==> src/rtl/fetch_pkg.sv <==
// fetch_pkg: shared states, constants and entry type for the fetch front end
package fetch_pkg;
  localparam int XLEN = 32;
  localparam logic [XLEN-1:0] NOP_INSTR = 32'h0000_0013;
  typedef enum logic [1:0] {BOOT, RUN, FAULT, HALT} fetch_state_e;
  typedef struct packed {
    logic [XLEN-1:0] instr;
    logic [XLEN-1:0] pc;
    logic            fault;
  } fetch_entry_t;
endpackage

==> src/rtl/fetch_fifo.sv <==
// fetch_fifo: 2-entry FIFO of fetch entries with flush; head is read straight from storage
module fetch_fifo
  import fetch_pkg::*;
(
  input  logic         clk_i,
  input  logic         reset_ni,
  input  logic         flush,
  input  logic         push,
  input  logic         pop,
  input  fetch_entry_t din,
  output fetch_entry_t dout,
  output logic [1:0]   count
);
  fetch_entry_t mem [2];
  logic rd, wr;
  assign dout = mem[rd];
  always_ff @(posedge clk_i or negedge reset_ni) begin
    if (!reset_ni) begin
      mem[0] <= '0;
      mem[1] <= '0;
      rd     <= 1'b0;
      wr     <= 1'b0;
      count  <= 2'd0;
    end else if (flush) begin
      rd    <= 1'b0;
      wr    <= 1'b0;
      count <= 2'd0;
    end else begin
      if (push) mem[wr] <= din;
      wr    <= wr ^ push;
      rd    <= rd ^ pop;
      count <= count + 2'(push) - 2'(pop);
    end
  end
  // a push into a full FIFO is only legal when the head leaves in the same cycle
  always_ff @(posedge clk_i) begin
    if (reset_ni && !flush) assert (!(push && !pop && count == 2'd2)) else $error("fetch_fifo overflow");
  end
endmodule

==> src/rtl/fetch_unit.sv <==
// fetch_unit: PC owner issuing one imem read per cycle into a 2-entry decode FIFO
module fetch_unit
  import fetch_pkg::*;
#(
  parameter int                 width_p    = 32,
  parameter logic [width_p-1:0] reset_pc_p = '0
) (
  input  logic               clk_i,
  input  logic               reset_ni,
  output logic [width_p-1:0] imem_pc_o,
  output logic               imem_stall_o,
  input  logic [width_p-1:0] imem_instr_i,
  input  logic               redirect_valid_i,
  input  logic [width_p-1:0] redirect_pc_i,
  output logic               instr_valid_o,
  input  logic               instr_ready_i,
  output logic [width_p-1:0] instr_o,
  output logic [width_p-1:0] pc_o,
  output logic               fault_o
);
  if (reset_pc_p[1:0] != 2'b00) begin : g_bad_reset_pc
    $error("reset_pc_p must be 4-byte aligned");
  end
  if (width_p != XLEN) begin : g_bad_width
    $error("width_p must match the entry width");
  end
  fetch_state_e state_q, state_d;
  logic [width_p-1:0] pc_q, inflight_pc_q;
  logic inflight_q, has, pop, push, space, issue;
  logic [1:0] count;
  fetch_entry_t head, entry;
  assign has           = count != 2'd0;
  assign instr_valid_o = has & ~redirect_valid_i;
  assign pop           = instr_valid_o & instr_ready_i;
  // the in-flight word already owns a slot, so it counts against space
  assign space         = ({1'b0, count} + {2'b00, inflight_q} - {2'b00, pop}) < 3'd2;
  assign issue         = (state_q == RUN) & space & ~redirect_valid_i;
  assign imem_stall_o  = ~issue;
  assign imem_pc_o     = pc_q;
  assign push          = ~redirect_valid_i & (inflight_q | state_q == FAULT);
  assign entry         = state_q == FAULT ? {NOP_INSTR, pc_q, 1'b1} : {imem_instr_i, inflight_pc_q, 1'b0};
  assign instr_o       = has ? head.instr : '0;
  assign pc_o          = has ? head.pc : '0;
  assign fault_o       = has & head.fault;
  fetch_fifo u_fifo (
    .clk_i   (clk_i),
    .reset_ni(reset_ni),
    .flush   (redirect_valid_i),
    .push    (push),
    .pop     (pop),
    .din     (entry),
    .dout    (head),
    .count   (count)
  );
  always_comb begin
    state_d = state_q;
    if (redirect_valid_i) state_d = redirect_pc_i[1:0] == 2'b00 ? RUN : FAULT;
    else if (state_q == BOOT) state_d = RUN;
    else if (state_q == FAULT) state_d = HALT;
  end
  always_ff @(posedge clk_i or negedge reset_ni) begin
    if (!reset_ni) begin
      state_q       <= BOOT;
      pc_q          <= reset_pc_p;
      inflight_q    <= 1'b0;
      inflight_pc_q <= '0;
    end else begin
      state_q       <= state_d;
      inflight_q    <= issue;
      inflight_pc_q <= issue ? pc_q : inflight_pc_q;
      pc_q          <= redirect_valid_i ? redirect_pc_i : issue ? pc_q + width_p'(4) : pc_q;
    end
  end
endmodule

==> config.mk <==
export PLATFORM = sky130hd
export DESIGN_NAME = fetch_unit
export DESIGN_NICKNAME = d
export VERILOG_FILES = /design/src/rtl/fetch_pkg.sv /design/src/rtl/fetch_fifo.sv /design/src/rtl/fetch_unit.sv
export SDC_FILE = /design/constraint.sdc
export NUM_CORES = 1
export LEC_CHECK = 0
export CORE_AREA = 2 2 105 182
export DETAILED_ROUTE_END_ITERATION = 10
export DIE_AREA = 0 0 107 184
export PLACE_DENSITY_LB_ADDON = 0.2
export SYNTH_ARGS = -nofsm -noshare
export SYNTH_HDL_FRONTEND = slang
export SYNTH_SLANG_ARGS = --single-unit
export TNS_END_PERCENT = 30
==> constraint.sdc <==
create_clock -name clk_i -period 6 [get_ports clk_i]
set_clock_uncertainty 0.15 [all_clocks]
set_input_delay 0.9 -clock clk_i [delete_from_list [all_inputs] [get_ports clk_i]]
set_output_delay 0.9 -clock clk_i [all_outputs]
set_load 0.005 [all_outputs]
After elaboration in Yosys (flattened, before gate mapping)
Cells that the tools add are included.

storage, ports and cells
  flip-flop bits (word level) = 201
  latch bits = 0
  bits in writable memories = 0
  bits in read-only memories = 0
  input port bits = 68
  output and inout port bits = 99
  logic and storage cells = 62
  memories = 0

cells by class
  add/subtract/negate cells = 5
  multiply operators = 0
  div/mod/pow operators = 0
  $lt $le $gt $ge = 4
  eq/ne operators = 2
  shifts and indexed selects = 0
  multiplexer cells = 18
  bitwise operators = 13
  reduce and logical (&&, ||, !) cells = 7

operators by type and width
  kind                                                         count
  two-way mux 65 bit                                           5
  bitwise mux 130 bit                                          1
  two-way mux 32 bit                                           4
  demux 65 bit (select 1 bit)                                  1
  adder 32 x 3 -> 32 bit (second input constant)               1
  two-way mux 2 bit                                            5
  AND 1 bit                                                    6
  greater-or-equal comparator 2 bit (second input constant)    2
  logical NOT 2 bit                                            2
  inverter 1 -> 2 bit                                          2
  nonzero test 2 bit                                           2
  adder 2 x 1 -> 3 bit                                         1
  less-than comparator 3 x 2 -> 1 bit (second input constant)  1
  nonzero test 3 bit                                           1
  subtractor 3 x 1 -> 3 bit                                    1
  adder 2 x 1 -> 2 bit                                         1
  equality test 2 x 1 -> 1 bit (second input constant)         1
  equality test 2 bit (second input constant)                  1
  less-than comparator 2 x 1 -> 1 bit (second input constant)  1
  two-way mux 1 bit                                            2
  inverter 1 bit                                               2
  AND reduction 2 bit                                          1
  subtractor 2 x 1 -> 2 bit                                    1
  bitwise XOR 1 bit                                            2
  2 further kinds                                              2

Logic depth before layout (Yosys ltp)
Gate-level depths: netlist of the first run.

  word-level depth = 9
  gate-level depth with buffers = 14
  gate-level depth less buffers = 12

Modules after synthesis
Synthesis of the first run repeated with hierarchy kept, for this count alone.

second synthesis, totals
  cells, all modules = 860
  area, all modules = 10223.6 um^2

modules (own cells, without submodules)
  module      instances  cells each  area each (um^2)  seq. area each (um^2)
  fetch_fifo  1          363         6023.3            3353.2
  fetch_unit  1          497         4200.3            1676.6

Least setup slack after synthesis of the first run
OpenSTA, ideal clock, no wires.

  kind = in2out
  from = input port redirect_valid_i
  to = output port imem_stall_o
  arrival time = 3225 ps
  data required time = 4950 ps
  path slack = 1725 ps
  stages = 12
  path buffers = 3
  cells stage by stage = buf_2 -> clkbuf_1 -> nor2_1 -> and2_1 -> ha_1 -> inv_1 -> nand2_1 -> fa_1 -> xor2_1 -> nor3_2 -> buf_2 -> inv_1

between the ends
  cells in the longest elaborated chain, start to end = 8

ends and longest elaborated chain
  item                                 line              RTL
  start: declaration                   fetch_unit.sv:13  input logic redirect_valid_i,
  inverter 1 bit (no line)             --
  AND 1 bit                            fetch_unit.sv:33  assign instr_valid_o = has & ~redirect_valid_i;
  named net instr_valid_o              fetch_unit.sv:15  output logic instr_valid_o,
  AND 1 bit                            fetch_unit.sv:34  assign pop = instr_valid_o & instr_ready_i;
  subtractor 3 x 1 -> 3 bit            fetch_unit.sv:36  assign space = ({1'b0, count} + {2'b00, inflight_q} - {2'b00, pop}) < 3'd2;
  less-than comparator 3 x 2 -> 1 bit  fetch_unit.sv:36
  AND 1 bit (2 in series)              fetch_unit.sv:37  assign issue = (state_q == RUN) & space & ~redirect_valid_i;
  named net issue                      fetch_unit.sv:29  logic inflight_q, has, pop, push, space, issue;
  inverter 1 bit                       fetch_unit.sv:38  assign imem_stall_o = ~issue;
  end: declaration                     fetch_unit.sv:11  output logic imem_stall_o,

The timed path passes the listed nets, and every way through them passes these cells.

Worst setup path after layout of the first run
  from = input port instr_ready_i
  to = output port imem_stall_o

between the ends
  cells in the longest elaborated chain, start to end = 6

ends and longest elaborated chain
  item                                 line              RTL
  start: declaration                   fetch_unit.sv:16  input logic instr_ready_i,
  AND 1 bit                            fetch_unit.sv:34
  subtractor 3 x 1 -> 3 bit            fetch_unit.sv:36
  less-than comparator 3 x 2 -> 1 bit  fetch_unit.sv:36
  AND 1 bit (2 in series)              fetch_unit.sv:37
  inverter 1 bit                       fetch_unit.sv:38

Every way passes these cells.

==> results of run 1 <==
[routing by layer]
layer  track usage [%]  up-vias  routed length [um]  part of all wire [%]
li1                  -     3433                   -                     -
met1              27.7     3477                8770                    40
met2              41.3      167               11600                    53
met3              2.45       35                 778                   3.6
met4              8.16        0                 620                   2.8
met5                 0        -                   0                     0
[cells by family after synthesis]
group                    count (synthesis)  synth area share (%)
AO/OA/AOI/OAI                          164                  8.90
XOR/XNOR                                31                  2.92
adder cells (fa/ha/maj)                  5                 0.753
buffers and inverters                   72                  3.07
flip-flops                             201                  54.0
multiplexers                           134                  14.9
AND/OR/NAND/NOR                        333                  15.4
[synth_stat cells, drive strengths merged, types with 2 or more instances]
cell,instances
nand3,13
mux2i,98
inv,7
nor4,3
and4,2
dfrtp,201
and3,7
ha,4
nor2b,2
clkbuf,44
nor3,4
buf,21
nor2,79
nand2b,2
xor2,22
a31oi,2
nand4,12
nand4b,3
mux2,36
and2,3
xnor2,9
nand2,199
o21ai,160
[how the worst max path moves through the flow]
| stage | startpoint | to | slack (ns) | cells past startpoint |
|---|---|---|---|---|
| after floorplan | redirect_valid_i | imem_stall_o | 1.73 | 12 |
| after global placement | instr_ready_i | imem_stall_o | 1.53 | 10 |
| after detailed placement | instr_ready_i | imem_stall_o | 1.40 | 10 |
| after CTS | instr_ready_i | imem_stall_o | 1.38 | 10 |
| after global routing | instr_ready_i | imem_stall_o | 1.29 | 10 |
| final | instr_ready_i | imem_stall_o | 1.40 | 10 |
[power groups by stage]
| stage | logic [mW] | registers [mW] | clock network, mW |
|---|---|---|---|
| floorplan | 0.815 | 2.10 | 0 |
| finish | 1.22 | 2.18 | 1.21 |
| global route | 1.39 | 2.26 | 1.30 |
| detailed placement | 1.24 | 2.21 | 0 |
| CTS | 1.25 | 2.18 | 1.23 |
| global placement | 1.20 | 2.18 | 0 |
[stage by stage]
| stage | hold slack (ns) | total power, mW |
|---|---|---|
| floorplan | 0.299 | 2.91 |
| global placement | 0.310 | 3.38 |
| detailed placement | 0.319 | 3.45 |
| CTS | 0.292 | 4.67 |
| global route | 0.318 | 4.95 |
| finish | 0.281 | 4.62 |
[flip-flops by register name, indices dropped and copies added (netlist names)]
signal / count
u_fifo.mem: 130
inflight_pc_q: 32
state_q: 2
u_fifo.rd: 1
imem_pc_o: 32
u_fifo.wr: 1
u_fifo.count: 2
inflight_q: 1
[critical path: cells and delay by family]
family	cells	cell delay, ns
adder cells (fa/ha/maj)	2	0.66
XOR/XNOR	1	0.56
AND/OR/NAND/NOR	3	0.35
buffers and inverters	4	1.08
[final cells by class]
type	count	area share, %
Clock buffer	22	4.32
Clock inverter	12	1.03
Inverter	7	0.224
Multi-Input combinational cell	667	34.4
Sequential cell	201	42.9
Tap cell	234	2.50
Timing Repair Buffer	174	14.7
==> flow_metrics.tcl, run 1 <==
set metrics [dict create \
    globalRoute.totalOverflow 0 \
    worst_reg2reg_startpoint "u_fifo.count[1]" \
    dpl_worst_slack_ns 1.40 \
    multiInputGateArea_um2 4030 \
    layout.core_utilization_pct 64.7 \
    layout_common_cells "200 x sky130_fd_sc_hd__dfrtp_1, 198 x sky130_fd_sc_hd__nand2_1, 164 x sky130_fd_sc_hd__clkdlybuf4s50_1" \
    total_routing_usage_reported_by_global_routing_pct 22.7 \
    fill_cells 1510 \
    vias_in_the_first_global_route 7144 \
    slew_violations 0 \
    p_sw_mw 1.42 \
    setup_violation_total_in_the_final_timing_report 0 \
    register_area_um2 5030 \
    area_growth_syn_to_fin_pct 26.1 \
    die-height_um 184 \
    status "completed" \
    vdd_drop_max_mv 0.244 \
    combined_area_of_all_synthesized_cells_um2 9310 \
    worst_ep_required_time_ns 4.95 \
    worstSetupStartpointType "input pin" \
    power.share.switching_pct 30.7 \
    synth_flop_cell "sky130_fd_sc_hd__dfrtp_1" \
    postLayoutSetupSlackWorst_ns 1.40 \
    cp_data_arrival_time_ns 3.55 \
    cts_resized 0 \
    drtAntennaViolNets 0 \
    portbufs 166 \
    worstReg2RegEnd "imem_pc_o[31]" \
    top_cells_by_area_in_the_synthesized_netlist "sky130_fd_sc_hd__dfrtp_1 54%, sky130_fd_sc_hd__mux2i_1 11%, sky130_fd_sc_hd__o21ai_0 8.4%, sky130_fd_sc_hd__nand2_1 8.0%, sky130_fd_sc_hd__mux2_2 4.4%" \
    avgRoutedWirePerCell_um 16.6 \
    postCtsSetupRepairBufs 0 \
    synth_warnings 0 \
    layout.cells.non_filler 1317 \
    dpl_cell_area_um2 11100 \
    drive_above_1_share_pct 8.49 \
    finalCritPeriodShare_pct 76.6 \
    crit_path_top_delay_cell "sky130_fd_sc_hd__xor2_1" \
    clk_root_buffer_cell "sky130_fd_sc_hd__clkbuf_16" \
    clk_pin_slew_worst_paths_ns 0.06 \
    type_of_the_worst_setup_path "input pin to primary output" \
    rsz_0062_raised_after_global_routing "false" \
    insertedDiodeCount 0 \
    seq_pwr_share_pct 47.3 \
    number_of_vias_per_cell 5.40 \
    internal_power_mw 3.20 \
    worst_slew_margin_rel_pct 28.9 \
    syn-num-nets 1013 \
    stdcell_area_um2 11700 \
    post_synth_inst_count 940 \
    place.detailed.instances 1283 \
    yosys.cell_types.count 38 \
    drc_errors 0 \
    clock_tree.htree_level_count 1 \
    post_synth.cell_area_avg_um2 9.90 \
    final_common_cell "sky130_fd_sc_hd__dfrtp_1" \
    design.final.nets 1143 \
    dr.first_iter.drc_count 445 \
    post-route-min-period_ns 4.60 \
    floorplan.initialDensity_pct 51.3 \
    longest_individual_stage_delay_on_the_worst_path_ns 0.56 \
    worst_skew_pair.late_latency_ns 0.48 \
    setup-tns-final_ns 0 \
    synth-seq-area-share_pct 54.0 \
    floorplan.die.width_um 107 \
    p_comb_share_pct 26.5 \
    grt_start_max_net_pins 106 \
    drt_first_pass_iters 6 \
    cellPowerDensity_nw_per_um2 393 \
    crit_chain "clkdlybuf4s50_1 > and2_1 > ha_1 > inv_1 > nand2_1 > fa_1 > xor2_1 > nor3_4 > inv_1 > clkdlybuf4s50_1" \
    crit_path_end_kind "primary output" \
    power.static_leakage_nw 5.10 \
    min_path_type "input pin to async pin" \
    hold_violation_total_from_the_final_report 0 \
    synth.top_cell.area_share_pct 54.0 \
    tritoncts "built" \
    cts_buffers 19 \
    boundaryPins 167 \
    postSynth.asyncResetShare_pct 100 \
    core_area_um2 18100 \
    hpwlAfterDp_mm 14.0 \
    tightest_slew_ns 1.06 \
    clkSinkCount 201 \
    cts_max_path_buffers 3 \
    routed-via-count 7112 \
    r2r_slack_ns 2.07 \
    p_clk_share_pct 26.2 \
    synth_enable_flop_cells 0 \
    synth_largest_area_cell "sky130_fd_sc_hd__dfrtp_1" \
    cts_hold_repair.buffers 0 \
    finalWeightedCongestion 0.813 \
    antenna_violations_before_repair 0 \
    detail_route.wirelength_mm 21.8 \
    timing.max_cap.violations 0 \
    die_area_um2 19700 \
    grt_first_pass_wirelength_mm 35.7 \
    crit_fanout 5 \
    reg2regPathDepth 12 \
    num_rows 65 \
    fmaxAchievable_ghz 0.218 \
    ys_ff_latch 201 \
]
Power figures use the tool's default switching activity.
==> run 2, diff against run 1 <==
==> constraint.sdc (replaced) <==
create_clock -name clk_i -period 4.73 [get_ports clk_i]
set_clock_uncertainty 0.15 [all_clocks]
set_input_delay 0.7095 -clock clk_i [delete_from_list [all_inputs] [get_ports clk_i]]
set_output_delay 0.7095 -clock clk_i [all_outputs]
set_load 0.005 [all_outputs]
==> flow_metrics.tcl, run 2 (synthesized netlist as in run 1, its figures left out) <==
set metrics [dict create \
    design.final.nets 1146 \
    final_common_cell "sky130_fd_sc_hd__dfrtp_1" \
    die_area_um2 19700 \
    status "completed" \
    detail_route.wirelength_mm 21.6 \
    rsz_0062_raised_after_global_routing "false" \
    power.static_leakage_nw 5.09 \
    slew_violations 0 \
    layout_common_cells "200 x sky130_fd_sc_hd__dfrtp_1, 198 x sky130_fd_sc_hd__nand2_1, 164 x sky130_fd_sc_hd__clkdlybuf4s50_1" \
    num_rows 65 \
    worstSetupStartpointType "register" \
    cts_max_path_buffers 3 \
    die-height_um 184 \
    area_growth_syn_to_fin_pct 25.9 \
    largest_register_ffs 130 \
    crit_path_end_kind "primary output" \
    routed-via-count 6993 \
    setup_violation_total_in_the_final_timing_report 0 \
    drt_first_pass_iters 4 \
    cts_resized 0 \
    antenna_violations_before_repair 0 \
    floorplan.die.width_um 107 \
    portbufs 166 \
    hold_violation_total_from_the_final_report 0 \
    insertedDiodeCount 0 \
    boundaryPins 167 \
    clkSinkCount 201 \
    clk_pin_slew_worst_paths_ns 0.06 \
    dr.first_iter.drc_count 281 \
    cts_buffers 19 \
    clock_tree.htree_level_count 1 \
    finalWeightedCongestion 0.772 \
    core_area_um2 18100 \
    type_of_the_worst_setup_path "register to primary output" \
    postLayoutSetupSlackWorst_ns 0.539 \
    floorplan.initialDensity_pct 51.3 \
    worst_reg2reg_startpoint "u_fifo.count[1]" \
    drive_above_1_share_pct 7.93 \
    worst_slew_margin_rel_pct 35.7 \
    worst_setup_path_startpoint "u_fifo.count[1]" \
    register_with_the_highest_flop_count "u_fifo.mem" \
    avgRoutedWirePerCell_um 16.4 \
    cellPowerDensity_nw_per_um2 491 \
    number_of_vias_per_cell 5.31 \
    grt_first_pass_wirelength_mm 35.2 \
    clk_root_buffer_cell "sky130_fd_sc_hd__clkbuf_16" \
    grt_start_max_net_pins 108 \
    cp_data_arrival_time_ns 3.33 \
    vias_in_the_first_global_route 7109 \
    timing.max_cap.violations 0 \
    dpl_worst_slack_ns 0.593 \
    worst_ep_required_time_ns 3.87 \
    post-route-min-period_ns 4.19 \
    total_routing_usage_reported_by_global_routing_pct 22.3 \
    tightest_slew_ns 0.964 \
    globalRoute.totalOverflow 0 \
    drtAntennaViolNets 0 \
    tritoncts "built" \
    vdd_drop_max_mv 0.241 \
    hpwlAfterDp_mm 14.2 \
    fmaxAchievable_ghz 0.239 \
    setup-tns-final_ns 0 \
    drc_errors 0 \
    min_path_type "input pin to async pin" \
    crit_fanout 5 \
    worst_skew_pair.late_latency_ns 0.47 \
    postCtsSetupRepairBufs 0 \
    finalCritPeriodShare_pct 88.6 \
    cts_hold_repair.buffers 0 \
]
run 2: cell count changes in the layout (fill, tap and decap cells not counted):
cell and delta:
sky130_fd_sc_hd__buf_12 +2, sky130_fd_sc_hd__buf_4 +1, sky130_fd_sc_hd__bufinv_16 -1, sky130_fd_sc_hd__clkbuf_1 +7, sky130_fd_sc_hd__clkbuf_8 -1, sky130_fd_sc_hd__clkinv_2 -4
sky130_fd_sc_hd__clkinv_4 -2, sky130_fd_sc_hd__inv_6 -1
run 2: where the power goes:
| group | total [mW] | leakage [nW] | internal (mW) | switching, mW |
|---|---|---|---|---|
| logic | 1.57 | 2.27 | 0.815 | 0.757 |
| clock network | 1.42 | 0.277 | 0.813 | 0.608 |
| registers | 2.76 | 2.54 | 2.36 | 0.396 |
| total | 5.75 | 5.09 | 3.99 | 1.76 |
run 2: path summary, 6_finish.rpt:
| path | endpoint | slack (ns) | cells past startpoint |
|---|---|---|---|
| min | imem_pc_o[4] | 0.17 | 1 |
| min in group clk_i | u_fifo.mem[67] | 0.33 | 2 |
| min reg2reg | u_fifo.mem[67] | 0.33 | 2 |
| max | imem_stall_o | 0.54 | 11 |
| max in group asynchronous | u_fifo.mem[24] | 3.28 | 2 |
| max reg2reg | imem_pc_o[26] | 1.21 | 12 |
run 2: layer usage:
layer | wire length [um] | GRT usage (%)
met5 | 0 | 0
met4 | 546 | 6.49
met3 | 626 | 1.99
met2 | 11400 | 41.8
met1 | 9020 | 27.0
run 2: area by class of cell:
type	count	area [um2]
inverter	7	26.3
multi-input combinational	667	4030
clock buffer	28	519
tap	234	293
timing repair buffer	177	1770
sequential	201	5030
clock inverter	4	45.0
fill	1556	6420
run 2: metrics by stage:
step / hold slack [ns] / cell area (um2) / std cells / util, % / power [mW]
after floorplan: 0.264 / 9310 / 940 / - / 3.69
after global placement: 0.310 / 11200 / 1286 / 61.5 / 4.31
after detailed placement: 0.320 / 11200 / 1286 / 61.5 / 4.38
after CTS: 0.219 / 11700 / 1318 / 64.6 / 5.82
after global routing: 0.256 / 11700 / 1318 / 64.6 / 6.17
final: 0.168 / 11700 / 1318 / 64.6 / 5.75
run 2: critical path, stage by stage (launching register included):
cell and delay (ns):
sky130_fd_sc_hd__dfrtp_1 0.47, sky130_fd_sc_hd__nor2_4 0.14, sky130_fd_sc_hd__nor2_1 0.05, sky130_fd_sc_hd__and2_1 0.15
sky130_fd_sc_hd__ha_1 0.26, sky130_fd_sc_hd__inv_1 0.07, sky130_fd_sc_hd__nand2_1 0.07, sky130_fd_sc_hd__fa_1 0.37
sky130_fd_sc_hd__xor2_1 0.56, sky130_fd_sc_hd__nor3_4 0.13, sky130_fd_sc_hd__inv_1 0.08, sky130_fd_sc_hd__clkdlybuf4s50_1 0.49
==> run 3, diff against run 2 <==
--- a/config.mk
+++ b/config.mk
@@ -6,6 +6,7 @@
 export NUM_CORES = 1
 export LEC_CHECK = 0
 export CORE_AREA = 2 2 105 182
+export CTS_BUF_LIST = sky130_fd_sc_hd__clkbuf_4
 export DETAILED_ROUTE_END_ITERATION = 10
 export DIE_AREA = 0 0 107 184
 export PLACE_DENSITY_LB_ADDON = 0.2
==> flow_metrics.tcl, run 3 (synthesized netlist as in run 1, its figures left out) <==
set metrics [dict create \
    antenna_violations_before_repair 1 \
    min_path_type "input pin to async pin" \
    post-route-min-period_ns 4.30 \
    layout_common_cells "200 x sky130_fd_sc_hd__dfrtp_1, 198 x sky130_fd_sc_hd__nand2_1, 164 x sky130_fd_sc_hd__clkdlybuf4s50_1" \
    floorplan.initialDensity_pct 51.3 \
    cts_resized 0 \
    clock_tree.htree_level_count 2 \
    crit_fanout 5 \
    crit_chain "nor2_4 > nor2_1 > and2_1 > ha_1 > inv_1 > nand2_1 > fa_1 > xor2_1 > nor3_4 > inv_1 > clkdlybuf4s50_1" \
    p_sw_mw 1.78 \
    crit_path_frequent_cell "sky130_fd_sc_hd__inv_1" \
    fin_total_pwr_mw 5.66 \
    slew_violations 0 \
    clkSinkCount 201 \
    cts_max_path_buffers 3 \
    cts_hold_repair.buffers 0 \
    number_of_vias_per_cell 5.26 \
    crit_path_end_kind "primary output" \
    total_routing_usage_reported_by_global_routing_pct 22.6 \
    boundaryPins 167 \
    critical_path_depth 11 \
    worst_slew_margin_rel_pct 37.1 \
    dpl_cell_area_um2 11200 \
    postCtsSetupRepairBufs 0 \
    fmaxAchievable_ghz 0.232 \
    setup_violation_total_in_the_final_timing_report 0 \
    num_rows 65 \
    timing.critical_path.buf_inv 3 \
    timing.max_cap.violations 0 \
    cp_data_arrival_time_ns 3.44 \
    detail_route.wirelength_mm 21.5 \
    type_of_the_worst_setup_path "register to primary output" \
    tightest_slew_ns 0.943 \
    die-height_um 184 \
    worst_ep_required_time_ns 3.87 \
    setup-tns-final_ns 0 \
    crit_path_top_delay_cell "sky130_fd_sc_hd__xor2_1" \
    longest_individual_stage_delay_on_the_worst_path_ns 0.57 \
    drt_first_pass_iters 4 \
    core_area_um2 18100 \
    avgRoutedWirePerCell_um 15.7 \
    finalWeightedCongestion 0.772 \
    tritoncts "built" \
    clk_root_buffer_cell "sky130_fd_sc_hd__clkbuf_4" \
    grt_first_pass_wirelength_mm 35.5 \
    clk_pin_slew_worst_paths_ns 0.07 \
    p_clk_share_pct 23.7 \
    register_with_the_highest_flop_count "u_fifo.mem" \
    final.hold.worst_slack_ns 0.0393 \
    rsz_0062_raised_after_global_routing "false" \
    fill_cells 1573 \
    vdd_drop_max_mv 0.207 \
    critPathTopFamily "buffers and inverters" \
    worstSetupStartpointType "register" \
    cts_buffers 46 \
    final_common_cell "sky130_fd_sc_hd__dfrtp_1" \
    vias_in_the_first_global_route 7366 \
    finalCritPeriodShare_pct 91.0 \
    grt_start_max_net_pins 108 \
    drtAntennaViolNets 0 \
    die_area_um2 19700 \
    globalRoute.totalOverflow 0 \
    largest_register_ffs 130 \
    power.static_leakage_nw 5.15 \
    design.final.nets 1173 \
    hpwlAfterDp_mm 14.2 \
    floorplan.die.width_um 107 \
    dr.first_iter.drc_count 293 \
    status "completed" \
    cellPowerDensity_nw_per_um2 483 \
    portbufs 166 \
    hold_violation_total_from_the_final_report 0 \
    p_comb_share_pct 27.7 \
    reg2regPathDepth 12 \
    drive_above_1_share_pct 11.5 \
    seq_pwr_share_pct 48.7 \
    internal_power_mw 3.88 \
    worst_skew_pair.late_latency_ns 0.60 \
    drc_errors 0 \
    area_growth_syn_to_fin_pct 26.1 \
    stdcell_area_um2 11700 \
    power.share.switching_pct 31.5 \
    routed-via-count 7185 \
]
==> run 3: cell types whose count changed in the layout (fill, tap and decap cells not counted) <==
cell                        previous run  this run
sky130_fd_sc_hd__clkbuf_1              8         0
sky130_fd_sc_hd__diode_2               0         1
sky130_fd_sc_hd__clkinv_1              0        12
sky130_fd_sc_hd__clkbuf_8              2         1
sky130_fd_sc_hd__clkbuf_16            19         0
sky130_fd_sc_hd__clkbuf_4              0        67
sky130_fd_sc_hd__clkinv_2              3         0
==> run 3: layer usage <==
layer / share of wire, % / wire length [um] / global-route usage (%)
met5: 0 / 0 / 0
met4: 2.9 / 624 / 8.88
met3: 3.8 / 812 / 3.40
met2: 53 / 11300 / 41.1
met1: 41 / 8730 / 26.4
==> run 3: power by group through the flow <==
stage | registers, mW | logic, mW | clock network, mW
2_1_floorplan | 2.66 | 1.03 | 0
3_3_place_gp | 2.75 | 1.55 | 0
3_5_place_dp | 2.79 | 1.59 | 0
4_1_cts | 2.76 | 1.60 | 1.38
5_1_grt | 2.84 | 1.80 | 1.48
6_report | 2.76 | 1.57 | 1.34
==> run 3: final timing paths <==
path                                       from  slack, ns             end
worst max-delay path            u_fifo.count[1]       0.43    imem_stall_o
worst min-delay path                   reset_ni       0.04    imem_pc_o[8]
worst max register to register  u_fifo.count[1]       1.23   imem_pc_o[26]
worst min register to register   u_fifo.mem[21]       0.33  u_fifo.mem[21]
max in group asynchronous              reset_ni       3.38  u_fifo.mem[24]
min in group clk_i               u_fifo.mem[21]       0.33  u_fifo.mem[21]
==> run 3: area by class of cell <==
cell class	instances	area [um2]	share of cell area, %
flip-flops and latches	201	5030	42.9
clock inverters	13	75.1	0.640
well taps	234	293	2.50
clock buffers	67	503	4.29
inverters	7	26.3	0.224
multi-input cells	667	4030	34.4
repair buffers	177	1770	15.1
diodes	1	2.50	0.0213
==> run 3: stage by stage <==
step | util [%] | std cells | setup slack (ns)
floorplan | - | 940 | 0.836
global placement | 61.5 | 1286 | 0.629
detailed placement | 61.5 | 1286 | 0.593
CTS | 64.7 | 1366 | 0.381
global route | 64.7 | 1367 | 0.205
finish | 64.7 | 1367 | 0.427
==> run 3: worst reg2reg max path, delay by kind of cell (launching register included) <==
kind | cells | cell delay (ns)
compound gates | 1 | 0.16
fa+ha+maj | 2 | 0.77
simple gates | 8 | 1.80
flops | 1 | 0.47
buf+inv | 1 | 0.07
